`src/rtl/seven_seg_scan_driver.sv`:
```
// seven_seg_scan_driver
//   Time-multiplexed NUM_DIGITS-digit seven-segment driver. A load strobe
//   captures a value into a display register. The scan logic then enables
//   one digit per refresh slot and drives that digit's segment pattern.
//
// Optional feature (compile-time macro SEVSEG_BCD_EN):
//   - Undefined: hex mode. Each nibble of value is shown as a hex digit.
//     busy is tied low.
//   - Defined: BCD mode. value[BIN_W-1:0] is unsigned binary. It is turned
//     into decimal digits by a sequential double-dabble, one bit per clock.
//
// Ports
//   clk    in   1             rising-edge clock
//   reset  in   1             synchronous, active-high reset
//   load   in   1             capture strobe; ignored while busy
//   value  in   4*NUM_DIGITS  hex nibbles (digit 0 = [3:0]) or binary [BIN_W-1:0]
//   dp     in   NUM_DIGITS    decimal-point enables, captured with value
//   seg    out  8             seg[0]=a .. seg[6]=g, seg[7]=dp, active-high
//   an     out  NUM_DIGITS    one-hot digit enable, bit0 = rightmost digit
//   busy   out  1             conversion in progress (BCD mode only)
module seven_seg_scan_driver #(
  parameter int NUM_DIGITS  = 4,
  parameter int REFRESH_DIV = 1000,
  parameter int BIN_W       = 13
) (
  input  logic                    clk,
  input  logic                    reset,
  input  logic                    load,
  input  logic [4*NUM_DIGITS-1:0] value,
  input  logic [NUM_DIGITS-1:0]   dp,
  output logic [7:0]              seg,
  output logic [NUM_DIGITS-1:0]   an,
  output logic                    busy
);

  localparam int VAL_W = 4 * NUM_DIGITS;
  localparam int CNT_W = (REFRESH_DIV > 1) ? $clog2(REFRESH_DIV) : 1;
  localparam int IDX_W = (NUM_DIGITS > 1) ? $clog2(NUM_DIGITS) : 1;

  logic [VAL_W-1:0]      disp_reg;
  logic [NUM_DIGITS-1:0] dp_reg;
  logic [CNT_W-1:0]      refresh_cnt;
  logic [IDX_W-1:0]      digit_idx;

  function automatic logic [6:0] glyph(input logic [3:0] nib);
    case (nib)
      4'h0: glyph = 7'h3F;
      4'h1: glyph = 7'h06;
      4'h2: glyph = 7'h5B;
      4'h3: glyph = 7'h4F;
      4'h4: glyph = 7'h66;
      4'h5: glyph = 7'h6D;
      4'h6: glyph = 7'h7D;
      4'h7: glyph = 7'h07;
      4'h8: glyph = 7'h7F;
      4'h9: glyph = 7'h6F;
      4'hA: glyph = 7'h77;
      4'hB: glyph = 7'h7C;
      4'hC: glyph = 7'h39;
      4'hD: glyph = 7'h5E;
      4'hE: glyph = 7'h79;
      default: glyph = 7'h71;
    endcase
  endfunction

  // Scan: an/seg are registered from the index held before this edge.
  // The index therefore changes one edge before the outputs follow it,
  // and every digit stays lit for exactly REFRESH_DIV cycles.
  always_ff @(posedge clk) begin
    if (reset) begin
      refresh_cnt <= '0;
      digit_idx   <= '0;
      seg         <= '0;
      an          <= '0;
    end else begin
      an  <= NUM_DIGITS'(1) << digit_idx;
      seg <= {dp_reg[digit_idx], glyph(disp_reg[{digit_idx, 2'b00} +: 4])};
      if (refresh_cnt == CNT_W'(REFRESH_DIV - 1)) begin
        refresh_cnt <= '0;
        digit_idx   <= (digit_idx == IDX_W'(NUM_DIGITS - 1)) ? '0 : digit_idx + 1'b1;
      end else begin
        refresh_cnt <= refresh_cnt + 1'b1;
      end
    end
  end

`ifdef SEVSEG_BCD_EN

  typedef enum logic {IDLE, CONV} state_t;

  localparam int BCNT_W = $clog2(BIN_W + 1);

  state_t                state;
  logic [BIN_W-1:0]      operand;
  logic [VAL_W-1:0]      bcd;
  logic [VAL_W-1:0]      bcd_next;
  logic [NUM_DIGITS-1:0] dp_pend;
  logic [BCNT_W-1:0]     bit_cnt;

  // One double-dabble iteration. Each BCD nibble >= 5 gets 3 added first,
  // then the vector shifts left by one and takes in the next operand bit.
  function automatic logic [VAL_W-1:0] dabble_step(input logic [VAL_W-1:0] cur,
                                                   input logic in_bit);
    logic [VAL_W-1:0] adj;
    adj = cur;
    for (int i = 0; i < NUM_DIGITS; i++) begin
      if (adj[4*i +: 4] >= 4'd5) adj[4*i +: 4] = adj[4*i +: 4] + 4'd3;
    end
    dabble_step = {adj[VAL_W-2:0], in_bit};
  endfunction

  assign bcd_next = dabble_step(bcd, operand[BIN_W-1]);

  generate
    if (BIN_W < VAL_W) begin : g_unused_hi
      logic unused_value_hi;
      assign unused_value_hi = ^value[VAL_W-1:BIN_W];
    end
  endgenerate

  // Only the last CONV cycle writes disp_reg. The digits on the display
  // never show a partial conversion.
  always_ff @(posedge clk) begin
    if (reset) begin
      state    <= IDLE;
      busy     <= 1'b0;
      disp_reg <= '0;
      dp_reg   <= '0;
      operand  <= '0;
      bcd      <= '0;
      dp_pend  <= '0;
      bit_cnt  <= '0;
    end else begin
      case (state)
        IDLE: begin
          if (load) begin
            operand <= value[BIN_W-1:0];
            dp_pend <= dp;
            bcd     <= '0;
            bit_cnt <= '0;
            busy    <= 1'b1;
            state   <= CONV;
          end
        end
        default: begin
          operand <= operand << 1;
          bcd     <= bcd_next;
          bit_cnt <= bit_cnt + 1'b1;
          if (bit_cnt == BCNT_W'(BIN_W - 1)) begin
            disp_reg <= bcd_next;
            dp_reg   <= dp_pend;
            busy     <= 1'b0;
            state    <= IDLE;
          end
        end
      endcase
    end
  end

`else

  always_ff @(posedge clk) begin
    if (reset) begin
      disp_reg <= '0;
      dp_reg   <= '0;
    end else if (load) begin
      disp_reg <= value;
      dp_reg   <= dp;
    end
  end

  assign busy = 1'b0;

`endif

endmodule

```
`config.mk`:
```
export PLATFORM = sky130hd
export DESIGN_NAME = seven_seg_scan_driver
export DESIGN_NICKNAME = d
export VERILOG_FILES = /design/src/rtl/seven_seg_scan_driver.sv
export SDC_FILE = /design/constraint.sdc
export NUM_CORES = 1
export LEC_CHECK = 0
export BUFFER_PORTS_ARGS = -buffer_cell sky130_fd_sc_hd__buf_4
export CAP_MARGIN = 30
export CORE_ASPECT_RATIO = 1.4
export CORE_MARGIN = 1
export CORE_UTILIZATION = 54
export DETAILED_ROUTE_END_ITERATION = 8
export GPL_TIMING_DRIVEN = 0
export HOLD_SLACK_MARGIN = 0.1
export PLACE_DENSITY = 0.78
export SETUP_SLACK_MARGIN = 0.2
export SLEW_MARGIN = 15
export SYNTH_ARGS = -nofsm -noshare
export SYNTH_HDL_FRONTEND = slang
export SYNTH_SLANG_ARGS = --single-unit
```
`constraint.sdc`:
```
create_clock -name clk -period 2.3 [get_ports clk]
set_clock_uncertainty 0.2 [all_clocks]
set_input_delay 0.46 -clock clk [delete_from_list [all_inputs] [get_ports clk]]
set_output_delay 0.46 -clock clk [all_outputs]
set_load 0.1 [all_outputs]
```
# After elaboration in Yosys (flattened, before gate mapping)
# Memory sizes are Yosys's and may differ from the RTL's. A register that Yosys moved wholly into a read port is not among the register bits.
# Cells that the tools add are included.
# Widths: inputs -> output; s select.
[word_totals]
mem_bits_rw = 0
memories = 1
mem_bits_ro = 112
out_inout_bits = 13
regBits = 44
inputBits = 23
latch_bits = 0
word_cells = 18
[classes]
magnitude_cmp = 1
n_bitwise = 0
reduce_logical = 1
n_mux = 3
addsub = 2
shift = 2
multipliers = 0
n_div = 0
eq_ne = 2
[mem_list]
columns = ["name", "depth", "word_bits", "read_ports", "rd_clocked_by_memory_dff", "wr", "line_no", "source"]
rows = [
  ["(no name shown)", 16, 7, 1, 1, 0, "46", "case (nib)"],
]
[ops]
columns = ["cell", "n"]
rows = [
  ["$shiftx 16x5->4", 1],
  ["$add 10x1->10 const B", 1],
  ["$eq 10x10->1 const B", 1],
  ["$shl 1x2->4 const A", 1],
  ["$lt 2x3->1 const B", 1],
  ["$add 2x1->2 const B", 1],
  ["$bmux 1 s2", 1],
  ["$eq 2x2->1 const B", 1],
  ["$mux 2", 1],
  ["$reduce_or 2->1", 1],
  ["$mux 1", 1],
]

# Logic depth before layout (Yosys ltp)
# Gate-level depths: netlist of run 1.
[depth]
ltp_word = 2
depth_mapped = 7

# Worst setup path after synthesis of run 1
# OpenSTA, ideal clock, no wires.
[synth_timing]
kind = "register to register"
startpoint = "register digit_idx[1]"
endpoint = "register seg[5]"
setup_time_ns = 0.079
slack_ns = 0.249
arrival_time_ns = 1.772
path_stages_with_launch = 6
cell_sequence = "dfxtp_1 > buf_4 > mux4_2 > ha_1 > mux2_1 > a211oi_2"
[synth_via]
elab_chain_len = 1
[synth_rtl]
columns = ["element", "line_no", "source"]
rows = [
  ["start, declared", "43", "logic [IDX_W-1:0] digit_idx;"],
  ["start signal, assigned", "80", "digit_idx <= (digit_idx == IDX_W'(NUM_DIGITS - 1)) ? '0 : digit_idx + 1'b1;"],
  ["$shiftx 16x5->4", "77", "seg <= {dp_reg[digit_idx], glyph(disp_reg[{digit_idx, 2'b00} +: 4])};"],
  ["end, declared", "31", "output logic [7:0] seg,"],
]
# Every way passes these cells.
# A chain may end at the register's enable or synchronous reset.

# Final worst setup path of run 1
[layout_timing]
startpoint = "register digit_idx[1]"
endpoint = "register seg[1]"
# Same word-level chain as after synthesis.

==> metrics.md, run 1 <==
| Metric | Value |
|---|---|
| Outcome | `finished clean` |
| CP Buf/Inv Count | `3` |
| GRT Total Usage | `around a quarter` |
| Least-Margin Pin Slew | `799 ps` |
| CTS max path bufs | `2` |
| Fin crit period | `2080 ps` |
| Worst VDD drop | `470 uV` |
| Core region area | `3410 um^2` |
| Ys flop type | `dfxtp_1` |
| FF+latch count, synth | `44` |
| Mapped Area | `approximately 2000 um^2` |
| Post-Synthesis Cells | `189` |
| Worst hold path type | `primary input to register` |
| CP top delay family | `multiplexers` |
| Final estimated routing congestion in global placement | `0.756` |
| Total Wirelength | `4500 um` |
| Clk Latency, worst-skew pair | `290 ps` |
| Number of synthesized flops with an enable pin | `0` |
| Crit-path max cell delay | `590 ps` |
| Grt ovf | `0` |
| Vias/cell | `5.68` |
| Max Freq | `481 MHz` |
| Final Power | `around 0.0016 W` |
| Critical path peak fanout | `4` |
| Critical path endpoint category | `register` |
| Row count | `25` |
| Total CTS buffers | `5` |
| Post-synthesis async set-or-reset flop share | `0%` |
| H-Tree Depth | `2` |
| Worst-path clk slew | `about 80 ps` |
| Commonest non-fill, non-tap cell in the layout | `dfxtp_1` |
| Vias in the first global route | `1,623` |
| Slowest CP cell | `mux4_2` |
| Register area share after synthesis | `44.9%` |
| Setup Viol. Count Final | `0` |
| Hold Vio Cnt, Final | `0` |
| Die height | `roughly 73 um` |
| Sum of negative setup slack | `0 ps` |
| Synth cell types | `35` |
| Critical path required time | `2310 ps` |
| Largest net degree at the start of global routing | `13` |
| Initial antenna violation count | `0` |
| Pre-Repair DR Iteration Count | `7` |
| Share of layout cells above drive strength 1 | `30.5%` |
| Static leakage | `1.05 nW` |
| Area Overhead vs Synth | `25.7%` |
| MaxCap Viol Count | `0` |
| Net count after synthesis | `221` |
| Mean Syn Cell Area | `10.4 um^2` |
| Global-route wire length before repair | `7030 um` |
| Most frequent cells in the layout | `dfxtp_1, buf_4, nor2_1` |
| Critical path type | `register to register` |
| Area of the multi-input gates | `1050 um^2` |
| Remaining DRCs | `0` |
| Port Buf Inserts | `33` |
| R2R Setup Slk | `220 ps` |
| Routed WL per cell | `16.3 um` |
| Fin crit share | `90.5%` |
| Drt first-iter violations | `48` |
| Routed Antenna Nets | `0` |
| Fillers | `roughly 270` |
| Diode count | `0` |
| Layout net count | `268` |
| Register area | `882 um^2` |
| Die width | `between 50 and 60 um` |
| Critical path startpoint category | `register` |
| Cell Chain, Critical Path | `buf_6 -> mux4_2 -> inv_4 -> ha_4 -> inv_2 -> mux2i_2 -> a221oi_2` |
| Die ar. | `3880 um^2` |
| Hpwl dp | `3130 um` |
| Crit. Startpoint | `digit_idx[1]$_SDFFE_PP0N_` |
| Yosys warning count | `0` |
| CTS sink cnt | `44` |
| RSZ-0062 raised after global routing | `true` |
| Slew headroom | `between 40% and 50%` |
| Via Count | `1,568` |
| Initial Util | `57.5%` |
| Pre-CTS WS | `4.91 ps` |
| Worst r2r src | `digit_idx[1]$_SDFFE_PP0N_` |
| Hold Crit Start | `value[11]` |
| Power per cell area | `643 nW/um^2` |
| Hold_ws | `205 ps` |
| Critical path arrival | `roughly 2100 ps` |
| I/O pin cnt | `36` |
| Largest register FFs | `16` |
| Setup ws final | `around 220 ps` |
| Max Transition Viols Final | `0` |
| Root Buffer | `clkbuf_8` |
| CTS tree | `yes` |
-- final timing paths --
| path | to | depth (start not counted) |
|---|---|---|
| min | disp_reg[11]$_SDFFE_PP0P_ | 3 |
| min reg2reg | refresh_cnt[0]$_SDFF_PP0_ | 1 |
| max reg2reg | seg[1]$_SDFF_PP0_ | 7 |
| max | seg[1]$_SDFF_PP0_ | 7 |
-- worst min-delay path, stage by stage --
cell and delay, ps:
buf_4 80, mux2i_1 50, nor2_1 70
-- Yosys cell counts, types with 3 or more instances --
master    number  area (um^2)
inv_1          7         26.3
nor3b_1        3         22.5
clkbuf_1       6         22.5
nand4_1        4         25.0
nor3_1         3         15.0
nor2_1        29          109
o21ai_0        3         15.0
a211oi_2       3         37.5
mux4_2         4         90.1
nand2_1        3         11.3
o31ai_1        4         30.0
a21oi_1        7         35.0
dfxtp_1       44          881
nand3_1        3         15.0
ha_1           9          113
mux2i_1       25          250
nor2b_1        4         25.0
or3_1          3         18.8
-- per-layer routing --
layer  vias to the layer above  GRT usage (%)  part of all wire, %
met1                       751           26.1                   37
met4                         0           9.94                  1.6
li1                        762              -                    -
met5                         -              0                    0
met2                        46           47.5                   58
met3                         9           5.80                  3.7
-- area by class of cell --
| type | count | share of cell area (%) |
|---|---|---|
| Clock inverter | 1 | 0.203 |
| Tap cell | 40 | 2.03 |
| Timing Repair Buffer | 40 | 12.2 |
| Inverter | 7 | 1.17 |
| Sequential cell | 44 | 35.8 |
| Multi-Input combinational cell | 127 | 42.7 |
| Clock buffer | 6 | 2.94 |
| Buffer | 11 | 2.94 |
-- stage by stage --
stage	instances	instance area [um^2]	util, %
floorplan	189	1960	-
global placement	262	2260	66.2
detailed placement	262	2260	66.2
CTS	273	2400	70.5
global route	276	2460	72.3
finish	276	2460	72.3
-- kinds of logic (layout without fill, tap and decap cells) --
group,count (synthesis),in the layout,share of synthesized area (%)
flops,44,44,44.9
mux,32,32,19.1
xor+xnor,3,3,1.34
compound gates,24,24,9.00
other cells,1,1,0.191
fa+ha+maj,9,9,5.74
buf+inv,18,65,4.66
simple gates,58,58,15.1
-- power breakdown --
part	total, W	internal [W]	leakage [nW]	switching, W
registers	0.000817	0.000800	0.363	0.0000173
logic	0.000317	0.000113	0.647	0.000204
clock network	0.000450	0.000206	0.0410	0.000243
-- what timing repair did --
| action | CTS | global route |
|---|---|---|
| endpoints found under the setup margin | 6 | 6 |
| hold buffers | 0 | 0 |
| gates resized for setup | 10 | 9 |
| pin swaps | 1 | 7 |
| buffers inserted | 4 | 3 |
Power figures use the tool's default switching activity.
==> run 2: changes to the inputs <==
--- a/config.mk
+++ b/config.mk
@@ -13,3 +13,2 @@
 export DETAILED_ROUTE_END_ITERATION = 8
-export GPL_TIMING_DRIVEN = 0
 export HOLD_SLACK_MARGIN = 0.1
==> constraint.sdc (replaced) <==
create_clock -name clk -period 2.3 [get_ports clk]
set_clock_uncertainty 0.2 [all_clocks]
set_input_delay 0.575 -clock clk [delete_from_list [all_inputs] [get_ports clk]]
set_output_delay 0.575 -clock clk [all_outputs]
set_load 0.1 [all_outputs]
==> run 2 against run 1 <==
Global-route usage decreased by 3.2 points. Hold slack better by 48 ps. Highest routed layer unchanged. Wire length shrank 15%. Critical endpoint is now seg[6]$_SDFF_PP0_. Count of clock-buffer cells in the layout is the same. Largest power group unchanged.
==> metrics.md, run 2 (same netlist as run 1, synthesis figures left out) <==
| Metric | Value |
|---|---|
| Worst VDD drop | `788 uV` |
| Commonest non-fill, non-tap cell in the layout | `dfxtp_1` |
| CTS tree | `yes` |
| Global-route wire length before repair | `6230 um` |
| Most frequent cells in the layout | `dfxtp_1, buf_4, nor2_1` |
| Met2 routed WL | `2140 um` |
| Largest register FFs | `16` |
| Routed WL per cell | `14.3 um` |
| GRT Total Usage | `between 20% and 30%` |
| Total CTS buffers | `5` |
| Largest net degree at the start of global routing | `39` |
| Outcome | `finished clean` |
| CTS sink cnt | `44` |
| Pre-Repair DR Iteration Count | `4` |
| Vias/cell | `roughly 5.6` |
| Worst-path clk slew | `80 ps` |
| Routed wire length on met3 | `~130 um` |
| Area Overhead vs Synth | `19.5%` |
| Metal-1 WL | `1470 um` |
| Setup Viol. Count Final | `0` |
| Root Buffer | `clkbuf_8` |
| I/O pin cnt | `36` |
| Fin cells | `between 200 and 300` |
| CTS max path bufs | `2` |
| Pre-CTS WS | `167 ps` |
| Final estimated routing congestion in global placement | `0.770` |
| RSZ-0062 raised after global routing | `true` |
| Layout net count | `about 260` |
| Static leakage | `just over 1 nW` |
| Max Transition Viols Final | `0` |
| Fin crit period | `2030 ps` |
| Critical path peak fanout | `5` |
| Row count | `25` |
| Clk Latency, worst-skew pair | `roughly 300 ps` |
| Hpwl dp | `2770 um` |
| Hold Vio Cnt, Final | `0` |
| Critical path endpoint category | `register` |
| Share of layout cells above drive strength 1 | `26.5%` |
| Remaining DRCs | `0` |
| Diode count | `0` |
| Max Freq | `492 MHz` |
| Die height | `~73 um` |
| Drt first-iter violations | `34` |
| Via Count | `1,486` |
| Power per cell area | `683 nW/um^2` |
| Total Wirelength | `3810 um` |
| Worst hold path type | `register to register` |
| Critical path required time | `~2300 ps` |
| Sum of negative setup slack | `0 ps` |
| Critical path arrival | `2050 ps` |
| Routed Antenna Nets | `0` |
| Core region area | `3410 um^2` |
| MaxCap Viol Count | `0` |
| Grt ovf | `0` |
| Vias in the first global route | `1,433` |
| Port Buf Inserts | `34` |
| Initial Util | `a little under three fifths` |
| Critical path type | `register to register` |
| Fin crit share | `88.3%` |
| Critical path startpoint category | `register` |
| Setup ws final | `269 ps` |
| Post-CTS Hold Buffers | `0` |
| Die ar. | `3880 um^2` |
| Placed Cells incl. Taps | `around 250` |
| Initial antenna violation count | `0` |
| H-Tree Depth | `2` |
| Max Used Layer | `met4` |
| Die width | `between 50 and 60 um` |
==> run 2: path summary, 6_finish.rpt <==
kind                                                 from                   endpoint  slack [ps]  cells after the start
worst min register to register  refresh_cnt[0]$_SDFF_PP0_  refresh_cnt[0]$_SDFF_PP0_         250                      1
worst max-delay path            digit_idx[1]$_SDFFE_PP0N_          seg[6]$_SDFF_PP0_         270                      4
worst min-delay path            refresh_cnt[0]$_SDFF_PP0_  refresh_cnt[0]$_SDFF_PP0_         250                      1
worst max register to register  digit_idx[1]$_SDFFE_PP0N_          seg[6]$_SDFF_PP0_         270                      4
==> run 2: cell type report <==
cell class	count	area, um^2
clock inverter	2	10.0
inverter	7	26.3
fill	267	1070
timing repair buffer	40	300
tap	40	50.0
multi-input combinational	127	988
sequential	44	885
clock buffer	6	82.6
==> run 2: power breakdown <==
| group | switching, W | leakage [nW] | internal [W] |
|---|---|---|---|
| Clock | 0.000258 | 0.0510 | 0.000240 |
| Combinational | 0.000185 | 0.599 | 0.0000995 |
| Sequential | 0.0000188 | 0.363 | 0.000799 |
| Total | 0.000461 | 1.01 | 0.00114 |
==> run 2: worst max-delay path, stage by stage, from the launching register on <==
cell and delay [ps]:
dfxtp_4 370, mux4_2 560, ha_1 290, mux2_1 320
a211oi_2 210
==> run 2: metrics by stage <==
step | power [W] | util [%] | instance area, um^2 | hold slack, ps
2_1_floorplan | 0.00105 | - | 1960 | 218
3_3_place_gp | 0.00111 | 65.0 | 2220 | 227
3_5_place_dp | 0.00112 | 65.0 | 2220 | 241
4_1_cts | 0.00160 | 67.7 | 2310 | 259
5_1_grt | 0.00166 | 68.7 | 2340 | 273
6_report | 0.00160 | 68.7 | 2340 | 253
==> run 2: timing repair <==
action | in CTS | in global routing
pin swaps | 0 | 1
resized for setup | 1 | 3
endpoints found under the setup margin | 3 | 4
cloned | 0 | 0
setup buffers | 0 | 4
==> run 2: layer usage <==
metal / vias up / GRT usage, %
met1: 711 / 24.7
li1: 744 / -
met4: 0 / 9.94
met3: 9 / 6.42
met5: - / 0
met2: 22 / 38.1
